## config.mk

```make
export PLATFORM = sky130hd
export DESIGN_NAME = swc_rd_sched_flat
export DESIGN_NICKNAME = d
export VERILOG_FILES = /design/src/rtl/swc_rd_sched_if.sv /design/src/rtl/swc_rd_sched.sv /design/src/flat_wrapper.sv
export SDC_FILE = /design/constraint.sdc
export NUM_CORES = 1
export LEC_CHECK = 0
export CORE_MARGIN = 5
export CORE_UTILIZATION = 28
export DETAILED_ROUTE_END_ITERATION = 10
export GPL_TIMING_DRIVEN = 0
export SLEW_MARGIN = 20
export SYNTH_ARGS = -nofsm -noshare
export SYNTH_HDL_FRONTEND = slang
export SYNTH_SLANG_ARGS = --single-unit
```

## constraint.sdc

```tcl
create_clock -name clk -period 3.5 [get_ports clk]
set_clock_uncertainty 0.05 [all_clocks]
set_input_delay 0.7 -clock clk [delete_from_list [all_inputs] [get_ports clk]]
set_output_delay 0.7 -clock clk [all_outputs]
set_load 0.01 [all_outputs]
```

## src/rtl/swc_rd_sched_if.sv

```systemverilog
// Grant handshake between the read scheduler and the shared SRAM read engine.
interface swc_rd_sched_if;
    logic       gnt_valid;
    logic [3:0] gnt_port;
    logic       gnt_last;
    logic       gnt_ready;
    logic       rd_done;

    modport master (
        output gnt_valid, gnt_port, gnt_last,
        input  gnt_ready, rd_done
    );

    modport slave (
        input  gnt_valid, gnt_port, gnt_last,
        output gnt_ready, rd_done
    );
endinterface

```

## src/rtl/swc_rd_sched.sv

```systemverilog
// Packet-weighted round-robin read scheduler: picks an output queue, offers it to
// the SRAM read engine and waits for the cell read to finish before rescheduling.
module swc_rd_sched #(
    parameter int NPORT = 4,
    parameter int TMO_W = 6
) (
    input  logic                  clk,
    input  logic                  rstn,
    input  logic [NPORT-1:0]      ptr_rdy,
    input  logic [NPORT-1:0]      o_cell_bp,
    input  logic [NPORT-1:0]      head_last,
    input  logic [4*NPORT-1:0]    cfg_weight,
    input  logic                  cfg_wr,
    swc_rd_sched_if.master        gnt,
    output logic                  err_tmo,
    output logic [16*NPORT-1:0]   cell_cnt
);

    typedef enum logic [1:0] {IDLE, OFFER, BUSY} state_t;

    // Expiry fires on the edge where the count would become all-ones.
    localparam logic [TMO_W-1:0] WDOG_END = TMO_W'((1 << TMO_W) - 2);

    state_t             state;
    logic [1:0]         cur;
    logic [3:0]         credit;
    logic [4*NPORT-1:0] weight_q;
    logic [TMO_W-1:0]   wdog;
    logic [15:0]        cnt_q [NPORT];

    logic [NPORT-1:0]   elig;
    logic               keep;
    logic [1:0]         rr_sel;
    logic [1:0]         idx;
    logic [1:0]         sel;
    logic [3:0]         w_sel;
    logic [3:0]         load;

    assign elig = ptr_rdy & ~o_cell_bp;
    assign keep = elig[cur] && (credit != 4'd0);

    // Descending scan so the lowest offset from cur+1 wins; offset 4 is cur itself.
    always_comb begin
        rr_sel = cur;
        idx    = cur;
        for (int i = NPORT; i >= 1; i--) begin
            idx = cur + 2'(i);
            if (elig[idx]) begin
                rr_sel = idx;
            end
        end
    end

    assign sel   = keep ? cur : rr_sel;
    assign w_sel = weight_q[{rr_sel, 2'b00} +: 4];
    assign load  = (w_sel == 4'd0) ? 4'd1 : w_sel;

    genvar g;
    generate
        for (g = 0; g < NPORT; g++) begin : g_cnt
            assign cell_cnt[16*g +: 16] = cnt_q[g];
        end
    endgenerate

    always_ff @(posedge clk) begin
        if (!rstn) begin
            state         <= IDLE;
            gnt.gnt_valid <= 1'b0;
            gnt.gnt_port  <= '0;
            gnt.gnt_last  <= 1'b0;
            err_tmo       <= 1'b0;
            cur           <= 2'd3;
            credit        <= 4'd0;
            weight_q      <= 16'h1111;
            wdog          <= '0;
            for (int i = 0; i < NPORT; i++) begin
                cnt_q[i] <= '0;
            end
        end else begin
            err_tmo <= 1'b0;
            if (cfg_wr) begin
                weight_q <= cfg_weight;
            end
            unique case (state)
                IDLE: begin
                    if (|elig) begin
                        if (!keep) begin
                            cur    <= rr_sel;
                            credit <= load;
                        end
                        gnt.gnt_port <= 4'b0001 << sel;
                        gnt.gnt_last <= head_last[sel];
                        state        <= OFFER;
                    end
                end
                OFFER: begin
                    // gnt_valid rises one cycle after entry, so acceptance needs it high.
                    if (gnt.gnt_valid && gnt.gnt_ready) begin
                        if (cnt_q[cur] != 16'hFFFF) begin
                            cnt_q[cur] <= cnt_q[cur] + 16'd1;
                        end
                        if (gnt.gnt_last && credit != 4'd0) begin
                            credit <= credit - 4'd1;
                        end
                        gnt.gnt_valid <= 1'b0;
                        wdog          <= '0;
                        state         <= BUSY;
                    end else if (!elig[cur]) begin
                        gnt.gnt_valid <= 1'b0;
                        state         <= IDLE;
                    end else begin
                        gnt.gnt_valid <= 1'b1;
                    end
                end
                BUSY: begin
                    if (gnt.rd_done) begin
                        wdog  <= '0;
                        state <= IDLE;
                    end else if (wdog == WDOG_END) begin
                        err_tmo <= 1'b1;
                        wdog    <= '0;
                        credit  <= 4'd0;
                        state   <= IDLE;
                    end else begin
                        wdog <= wdog + 1'b1;
                    end
                end
                default: state <= IDLE;
            endcase
        end
    end

endmodule

```

## src/flat_wrapper.sv

```systemverilog
// flat-port wrapper written by rule: the top's interface ports become plain ports
module swc_rd_sched_flat 
#(
    parameter int NPORT = 4,
    parameter int TMO_W = 6
)
  (clk, rstn, ptr_rdy, o_cell_bp, head_last, cfg_weight, cfg_wr, err_tmo, cell_cnt, gnt_gnt_valid, gnt_gnt_port, gnt_gnt_last, gnt_gnt_ready, gnt_rd_done);
  swc_rd_sched_if gnt_i ();
  input  logic clk;
  input  logic rstn;
  input  logic [NPORT-1:0] ptr_rdy;
  input  logic [NPORT-1:0] o_cell_bp;
  input  logic [NPORT-1:0] head_last;
  input  logic [4*NPORT-1:0] cfg_weight;
  input  logic cfg_wr;
  output logic err_tmo;
  output logic [16*NPORT-1:0] cell_cnt;
  output wire logic [$bits(gnt_i.gnt_valid)-1:0] gnt_gnt_valid;
  output wire logic [$bits(gnt_i.gnt_port)-1:0] gnt_gnt_port;
  output wire logic [$bits(gnt_i.gnt_last)-1:0] gnt_gnt_last;
  input wire logic [$bits(gnt_i.gnt_ready)-1:0] gnt_gnt_ready;
  input wire logic [$bits(gnt_i.rd_done)-1:0] gnt_rd_done;
  assign gnt_gnt_valid = gnt_i.gnt_valid;
  assign gnt_gnt_port = gnt_i.gnt_port;
  assign gnt_gnt_last = gnt_i.gnt_last;
  assign gnt_i.gnt_ready = gnt_gnt_ready;
  assign gnt_i.rd_done = gnt_rd_done;
  swc_rd_sched #(.NPORT(NPORT), .TMO_W(TMO_W)) u_core (.clk(clk), .rstn(rstn), .ptr_rdy(ptr_rdy), .o_cell_bp(o_cell_bp), .head_last(head_last), .cfg_weight(cfg_weight), .cfg_wr(cfg_wr), .gnt(gnt_i), .err_tmo(err_tmo), .cell_cnt(cell_cnt));
endmodule
```

# Word-level counts from Yosys, hierarchy flattened
# Memory sizes are Yosys's and may differ from the RTL's. A register that Yosys moved wholly into a read port is not among the register bits.
# Index checks and enable logic that the tools add are counted.
[classes] addsub=6 order_cmp=5 n_eq_ne=12 shifts=2 n_mux=46 n_bitwise=4 reduce_logical=15
[ops] operator="2-to-1 mux 4 bit" n=7
[ops] operator="2-to-1 mux 2 bit" n=12
[ops] operator="2-to-1 mux 6 bit" n=3
[ops] operator="adder 16 x 1 -> 16 bit (second input constant)" n=1
[ops] operator="2-to-1 mux 16 bit" n=1
[ops] operator="!= test 16 bit (second input constant)" n=1
[ops] operator="OR reduction 16 bit" n=1
[ops] operator="indexed part select 16 x 5 -> 4 bit" n=1
[ops] operator="less-than comparator 2 x 3 -> 1 bit (second input constant)" n=5
[ops] operator="2-to-1 mux 1 bit" n=15
[ops] operator="one-hot mux 4 bit (3 select lines)" n=1
[ops] operator="one-hot mux 6 bit (2 select lines)" n=1
[ops] operator="binary-select mux 1 bit (select 2 bit)" n=5
[ops] operator="!= test 2 x 1 -> 1 bit (second input constant)" n=4
[ops] operator="AND reduction 7 bit" n=1
[ops] operator="adder 6 x 1 -> 6 bit (second input constant)" n=1
[ops] operator="== test 6 bit (second input constant)" n=1
[ops] operator="one-hot mux 2 bit (3 select lines)" n=1
[ops] operator="adder 2 bit (second input constant)" n=2
[ops] operator="AND 4 bit" n=1
[ops] operator="logical NOT 4 bit" n=1
[ops] operator="!= test 2 bit (second input constant)" n=2
[ops] operator="NOT 4 bit" n=1
[ops] operator="AND reduction 2 bit" n=2
[ops] operator="other kinds (16)" n=19
[word_totals] regBits=37 ramBits=64 input_bits=33 out_inout_bits=71 word_cells=100 n_memories=1
[memory_table] memory="u_core.cnt_q" words=4 width=16 read_ports=5 rd_ports_with_merged_regs=1 wr=4 line="swc_rd_sched.sv:29" source="logic [15:0] cnt_q [NPORT];"

# Depth between registers and ports, before layout
# Gate-level depths: netlist (run 1).
[logic_depth] depth_word=13 mapped_depth=10 ltp_nobuf=8

# Worst setup path before layout (run 1)
# No wires, ideal clock.
[synth_path] path_type="flip-flop to flip-flop" start="register (tool-made name)" end="memory u_core.cnt_q[1][0] (enable)" setup_time_ns=0.372 t_arrival_ns=2.681 required_time_ns=3.078 path_slack_ns=0.398 stages_incl_launch_ff=11 path_buffers=4 synth_period_minus_slack_ns=3.102 path_cell_list="dfxtp_1 buf_6 buf_12 mux4_2 ha_1 nand4_4 o211ai_4 or3b_1 buf_6 buf_8 nand2_1"
[synth_rtl] item="to (decl)" line="swc_rd_sched.sv:29"

# Final worst setup path (run 1)
[layout_path] start="input ptr_rdy[1]" end="register u_core.gnt.gnt_last"
[layout_between] elab_chain_cells=9 elab_cells_between_ends=18 classes_between="mux: 14; bitwise: 1; reduce/logical: 3"
[layout_lines] item="from (decl)" line="flat_wrapper.sv:11" source="input logic [NPORT-1:0] ptr_rdy;"
[layout_lines] item="AND 4 bit (*)" line="swc_rd_sched.sv:39" source="assign elig = ptr_rdy & ~o_cell_bp;"
[layout_lines] item="binary-select mux 1 bit (select 2 bit)" line="swc_rd_sched.sv:48" source="if (elig[idx]) begin"
[layout_lines] item="2-to-1 mux 1 bit (not written as such)" line="swc_rd_sched.sv:48"
[layout_lines] item="2-to-1 mux 2 bit (3 in a row)" line="swc_rd_sched.sv:48"
[layout_lines] item="2-to-1 mux 2 bit"
[layout_lines] item="binary-select mux 1 bit (select 2 bit)" line="swc_rd_sched.sv:92" source="gnt.gnt_last <= head_last[sel];"
[layout_lines] item="2-to-1 mux 1 bit (not written as such)" line="swc_rd_sched.sv:92"
[layout_lines] item="to (signal assigned)" line="swc_rd_sched.sv:92"
[layout_lines] item="to (decl)" line="swc_rd_sched_if.sv:10" source="output gnt_valid, gnt_port, gnt_last,"
# Mark *: on every way between the ends. The rest lies on a longest branch, timed or not. The select of a mux whose other input is x is not followed.
# A chain may end at the register's enable or synchronous reset.

==> results.ini, run 1 <==
[global_routing]
globalRouteMet2Util_pct = 21.6
use_met1_pct = 16.3
grt-ovfl-total = 0
gr-usage-all-layers_pct = 12.9
grt_pass1_wl_mm = 20.3
top_usage_layer = met2
antenna_found_initial = 0
use_met3_pct = 3.89
grt_pass1_vias = 3742
grt_max_degree = 19

[layout]
syn2layout_area_growth_pct = 32.5
finalNetCount = 572
n_antenna_cell = 0
fin_area_um2 = 6610
layout-drive-gt1-share_pct = 13.5

[drt]
wl_per_cell_um = 17.3
drt-pass1-iter-count = 4
ant_nets = 0
vias = 3656
routed_wl_mm = 13.1
drt-initial-drc-count = 166
drcViolationCount = 0
detail_route.vias_per_cell = 4.81

[synthesis]
synth.avg_cell_area_um2 = 11.9
synthCells = 418
synth.most_common_cell = nor2_1
synth_area_leader_cell = edfxtp_1
synth_area_um2 = 4990
synth_common_cells = 82 x nor2_1, 64 x edfxtp_1, 39 x dfxtp_1
yosysSeqAreaShare_pct = 54.1
ys_top_cells_by_area = edfxtp_1 38%, dfxtp_1 16%, mux4_2 9.5%
ys_ff_latch = 103
yosysUniqueCellTypes = 55
async_flop_share_pct = 0
ys_warn_count = 0
netlist.area_leader.share_pct = 38.5
ys.flop_type = edfxtp_1
synth_edf_count = 64
synth_nets = 460

[timing]
clock.fmax_mhz = 305
slew_viol_final = 0
tightestPinTransition_ns = 0.843
setup_viol = 0
post-route-min-period_ns = 3.27
finalHoldViolCount = 0
maxSlewHeadroom_pct = 43.7
fin_crit_sh_pct = 93.5
rsz0062_at_grt = no
holdWs_ns = 0.415

[setup_path]
crit_type = input pin to flop
cp_data_arrival_time_ns = 3.47
end_kind = flop
required_ns = 3.69
cp-start-kind = input pin
path_max_fanout = 6
worstSetupStartpoint = ptr_rdy[1]

[place]
dpl_cell_area_um2 = 6280
place_congestion = 0.807
portBuffers = 101
hpwl_mm = 9.80

[die]
die_area_um2 = 20600
dieHeight_um = 144
dieWidth_um = 144
rows = 48
start_util_pct = 28.7
ios = 104
core_um2 = 17400

[clocking]
h-tree-depth = 3
cts_root_buf = clkbuf_16
ctsHoldBuffers = 0
cts_buffers = 9
cts_tree = done
cts_sinks = 103
clk_pin_slew_ns = 0.07
post-cts-setup-buffer-count = 0
clockBufferDepth = 2
insertion_delay_ns = 0.35

[run]
cap_violations = 0

[outcome]
outcome = finished clean

[hold_path]
hold_class = flop to flop
hold_start = u_core.gnt.gnt_port[3]

[power]
leakage_nw = 2.41
irDropWorstVdd_mv = 0.264
power.density_nw_per_um2 = 472

==> layout by cell type (no fill, tap or decap), types with 2 or more instances in the layout <==
cell type and count:
nor2b_1 7, nand2_1 25, o21ai_1 2, or3b_1 4, a211oi_1 2, nor2_2 12, ha_1 9, dfxtp_1 39
and4_4 2, xnor2_1 9, o21ai_0 6, a21oi_1 14, nand2b_1 7, and2_1 5, nor2_1 82, mux4_2 21
nand2_4 3, mux2i_1 19, and3_1 2, clkinv_4 2, nand4_1 6, nand3_1 6, or3_1 2, nor3b_1 2
inv_8 2, clkdlybuf4s50_1 101, clkbuf_16 9, xor2_1 11, inv_1 11, edfxtp_1 64, a31oi_1 2, buf_6 5
clkbuf_1 9, buf_2 5
==> state kept, by name, summed over array words and instances (netlist names), named ones only <==
name                  count
u_core.cnt_q             64
u_core.credit             4
u_core.cur                2
u_core.err_tmo            1
u_core.gnt.gnt_last       1
u_core.gnt.gnt_port       4
u_core.gnt.gnt_valid      1
u_core.state              2
u_core.wdog               6
u_core.weight_q          16
==> per-layer routing <==
| metal | part of all wire (%) | vias up |
|---|---|---|
| li1 | - | 1723 |
| met1 | 44 | 1784 |
| met2 | 48 | 140 |
| met3 | 7.5 | 9 |
| met4 | 0.89 | 0 |
| met5 | 0 | - |
==> cell type report <==
cell class,instances,area [µm²]
Buffer,21,154
Clock buffer,10,229
Clock inverter,6,77.6
Fill cell,1661,10800
Inverter,11,41.3
Multi-Input combinational cell,283,2120
Sequential cell,103,2700
Tap cell,225,282
Timing Repair Buffer,101,1010
==> cells by family (layout without fill, tap and decap cells) <==
kind of cell	Yosys count	count (layout)	share of synthesized area [%]
multiplexers	41	41	13.8
flip-flops	103	103	54.1
AO/OA/AOI/OAI	41	41	5.54
XOR/XNOR	20	20	3.51
AND/OR/NAND/NOR	172	172	16.8
adder cells (fa/ha/maj)	9	9	2.26
buffers and inverters	32	149	3.91
==> critical path: stages <==
cell             delay, ns
clkdlybuf4s50_1       0.48
nor2b_1               0.18
mux4_2                0.52
and2_1                0.21
mux2i_1               0.52
mux4_2                0.61
a41o_1                0.25
==> metrics by stage <==
step                      worst slack, ns  TNS [ns]  std cells  utilization (%)  total power [W]
after floorplan                     0.398         0        418                -          0.00187
after CTS                         0.00398         0        760             37.9          0.00316
after global routing               0.0924         0        760             38.0          0.00327
after global placement             -0.226     -9.54        744             36.1          0.00210
after detailed placement           -0.262    -11.29        744             36.1          0.00211
final                               0.226         0        760             38.0          0.00312
==> worst paths after layout <==
| path | cells after the start | slack (ns) | endpoint |
|---|---|---|---|
| max | 7 | 0.23 | u_core.gnt.gnt_last |
| min | 2 | 0.41 | u_core.gnt.gnt_port[3] |
| max reg2reg | 10 | 0.24 | u_core.cnt_q[1][7] |
| min reg2reg | 2 | 0.41 | u_core.gnt.gnt_port[3] |
==> where the power goes <==
part	total [W]	internal [W]	switching (W)
combinational	0.000684	0.000318	0.000366
sequential	0.00140	0.00135	0.0000479
clock	0.00104	0.000568	0.000468
total	0.00312	0.00224	0.000882
==> what timing repair did <==
action,CTS,global route
endpoints found under the hold margin,0,0
pin swaps,0,0
endpoints found under the setup margin,48,48
gates cloned,0,0
gates resized for setup,3,3
Note: power is estimated with default switching activity, not from simulation.
==> run 2, diff against run 1 <==
- CELL_PAD_IN_SITES_DETAIL_PLACEMENT: unset -> 1
- CELL_PAD_IN_SITES_GLOBAL_PLACEMENT: unset -> 2
- CORE_UTILIZATION: 28 -> 34
- GPL_TIMING_DRIVEN: 0 -> unset
- PLACE_DENSITY_LB_ADDON: unset -> 0.1
==> run 2 against run 1 <==
  * Routed wire length rose by 3.0%
  * Die area shrank 16%
  * Sequential cell count unchanged
  * Non-clock buffer count decreased by 3
  * Critical path type is now flop to flop
  * Largest cell class unchanged
  * Largest power group unchanged
  * Highest routed layer unchanged
==> results.ini, run 2 (synthesis results as in run 1) <==
[layout]
reg.largest.list = u_core.cnt_q: 64 flops, u_core.weight_q: 16 flops, u_core.wdog: 6 flops  ; unchanged
syn2layout_area_growth_pct = 31.2  ; was 32.5%
n_fill_cell = 1557  ; was 1661
layout-drive-gt1-share_pct = 13.2  ; was 13.5%
final_common_cell = clkdlybuf4s50_1  ; unchanged
finalNonFillerCells = 716  ; was 760
largest-register = u_core.cnt_q  ; unchanged
largest_register_ffs = 64  ; unchanged
n_antenna_cell = 0  ; unchanged
final_cell_mix = 103 x clkdlybuf4s50_1, 82 x nor2_1, 64 x edfxtp_1  ; was 101 x clkdlybuf4s50_1, 82 x nor2_1, 64 x edfxtp_1
fin_area_um2 = 6550  ; was 6610 µm²
finalNetCount = 569  ; was 572

[drt]
drt-pass1-iter-count = 4  ; unchanged
drt-initial-drc-count = 166  ; unchanged
routed_wl_mm = 13.5  ; was 13.1 mm
vias = 3617  ; was 3656
ant_nets = 0  ; unchanged
drcViolationCount = 0  ; unchanged
wl_per_cell_um = 18.9  ; was 17.3 µm
detail_route.vias_per_cell = 5.05  ; was 4.81

[setup_path]
worstReg2RegEnd = u_core.cnt_q[1][1]  ; was u_core.cnt_q[1][7]
path_max_fanout = 14  ; was 6
cp-start-kind = flop  ; was input pin
worstPathCellList = buf_4 -> mux4_2 -> ha_1 -> nand4_4 -> o211ai_4 -> or3b_1 -> nand2_1 -> buf_12  ; was clkdlybuf4s50_1 -> nor2b_1 -> mux4_2 -> and2_1 -> mux2i_1 -> mux4_2 -> a41o_1
required_ns = 3.50  ; was 3.69 ns
slowest_stage = mux4_2  ; unchanged
end_kind = flop  ; unchanged
cp_data_arrival_time_ns = 3.05  ; was 3.47 ns
rrSetupSlack_ns = 0.46  ; was 0.24 ns
max_stage_delay_ns = 0.63  ; was 0.61 ns
r2r_cells = 8  ; was 10
crit_type = flop to flop  ; was input pin to flop

[hold_path]
hold_path_depth = 2  ; unchanged
worstHoldEndpoint = u_core.gnt.gnt_port[0]  ; was u_core.gnt.gnt_port[3]
hold_start = u_core.gnt.gnt_port[0]  ; was u_core.gnt.gnt_port[3]
hold_class = flop to flop  ; unchanged

[global_routing]
grt-ovfl-total = 0  ; unchanged
gr-usage-all-layers_pct = 15.9  ; was 12.9%
grt_pass1_vias = 3880  ; was 3742
grt_max_degree = 21  ; was 19
grt_pass1_wl_mm = 21.6  ; was 20.3 mm
antenna_found_initial = 0  ; unchanged

[timing]
finalHoldViolCount = 0  ; unchanged
tightestPinTransition_ns = 0.932  ; was 0.843 ns
fin_crit_sh_pct = 86.9  ; was 93.5%
post-route-min-period_ns = 3.04  ; was 3.27 ns
rsz0062_at_grt = no  ; unchanged
clock.fmax_mhz = 329  ; was 305 MHz
setup_viol = 0  ; unchanged
fin_setup_tns_ns = 0  ; unchanged
slew_viol_final = 0  ; unchanged
worst_slack_ns = 0.457  ; was 0.226 ns
maxSlewHeadroom_pct = 37.6  ; was 43.7%

[run]
cap_violations = 0  ; unchanged

[clocking]
insertion_delay_ns = 0.34  ; was 0.35 ns
cts_buffers = 9  ; unchanged
cts_tree = done  ; unchanged
cts_resized = 0  ; was 3
clockBufferDepth = 2  ; unchanged
cts_root_buf = clkbuf_16  ; unchanged
post-cts-setup-buffer-count = 0  ; unchanged
h-tree-depth = 3  ; unchanged
clk_pin_slew_ns = 0.07  ; about the same
ctsHoldBuffers = 0  ; unchanged
cts_sinks = 103  ; unchanged

[die]
dieWidth_um = 131  ; was 144 µm
ios = 104  ; unchanged
start_util_pct = 34.5  ; was 28.7%
rows = 44  ; was 48
die_area_um2 = 17200  ; was 20600 µm²
dieHeight_um = 131  ; was 144 µm
core_um2 = 14500  ; was 17400 µm²

[power]
leakage_nw = 2.43  ; was 2.41 nW
power.density_nw_per_um2 = 481  ; was 472 nW/µm²
irDropWorstVdd_mv = 0.214  ; was 0.264 mV

[place]
hpwl_mm = 9.97  ; was 9.80 mm
portBuffers = 103  ; was 101
place_congestion = 0.795  ; was 0.807
dpl_cell_area_um2 = 6240  ; was 6280 µm²
dp_cells = 700  ; was 744
pre_cts_ws_ns = 0.244  ; was -0.262 ns

[outcome]
outcome = finished clean  ; unchanged

## run 2: cell count changes in the layout (fill, tap and decap cells not counted), moves of 2 or more
cell             before  now
buf_4                 1   14
clkbuf_1              9    3
buf_2                 5    0
buf_6                 5    0
nand2_1              25   28
nand2_4               3    0
clkdlybuf4s50_1     101  103
clkinv_4              2    0
inv_8                 2    0
## run 2: how the worst max path moves through the flow
stage               depth (start not counted)       start                  end  slack (ns)
finish                                      8        flop   u_core.cnt_q[1][1]        0.46
global route                                8        flop   u_core.cnt_q[2][4]        0.33
detailed placement                          7  ptr_rdy[1]     u_core.credit[0]        0.24
global placement                            7  ptr_rdy[3]  u_core.gnt.gnt_last        0.32
floorplan                                  10        flop   u_core.cnt_q[1][0]        0.40
CTS                                         8        flop   u_core.cnt_q[1][8]        0.40
## run 2: layer usage
layer	up-vias	GRT usage [%]	wire length, µm
met5	-	0	0
met4	0	4.85	177
met3	11	3.63	606
met2	85	29.0	7140
met1	1806	18.3	5590
li1	1715	-	-
## run 2: per-stage QoR
stage / util [%] / hold slack (ns) / power [W]
after global placement: 43.1 / 0.399 / 0.00212
after detailed placement: 43.1 / 0.407 / 0.00213
after CTS: 45.2 / 0.416 / 0.00319
final: 45.2 / 0.405 / 0.00315
after global routing: 45.2 / 0.441 / 0.00330
after floorplan: - / 0.386 / 0.00187
## run 2: layout make-up
| cell class | instances | area (µm²) | area share [%] |
|---|---|---|---|
| inverter | 11 | 41.3 | 0.630 |
| sequential | 103 | 2700 | 41.3 |
| clock inverter | 4 | 70.1 | 1.07 |
| timing repair buffer | 119 | 1180 | 18.0 |
| multi-input combinational | 283 | 2090 | 32.0 |
| tap | 184 | 230 | 3.51 |
| clock buffer | 12 | 236 | 3.61 |
## run 2: where the power goes
part           switching, W  total [W]  internal (W)
logic              0.000357   0.000685      0.000328
clock network      0.000429    0.00105      0.000625
registers         0.0000587    0.00141       0.00135
total              0.000844    0.00315       0.00231
## run 2: critical path, delay by kind of cell (launching register included)
kind,cells,cell delay [ns]
compound gates,1,0.15
fa+ha+maj,1,0.31
buf+inv,2,0.50
flops,1,0.31
mux,1,0.63
simple gates,3,0.80
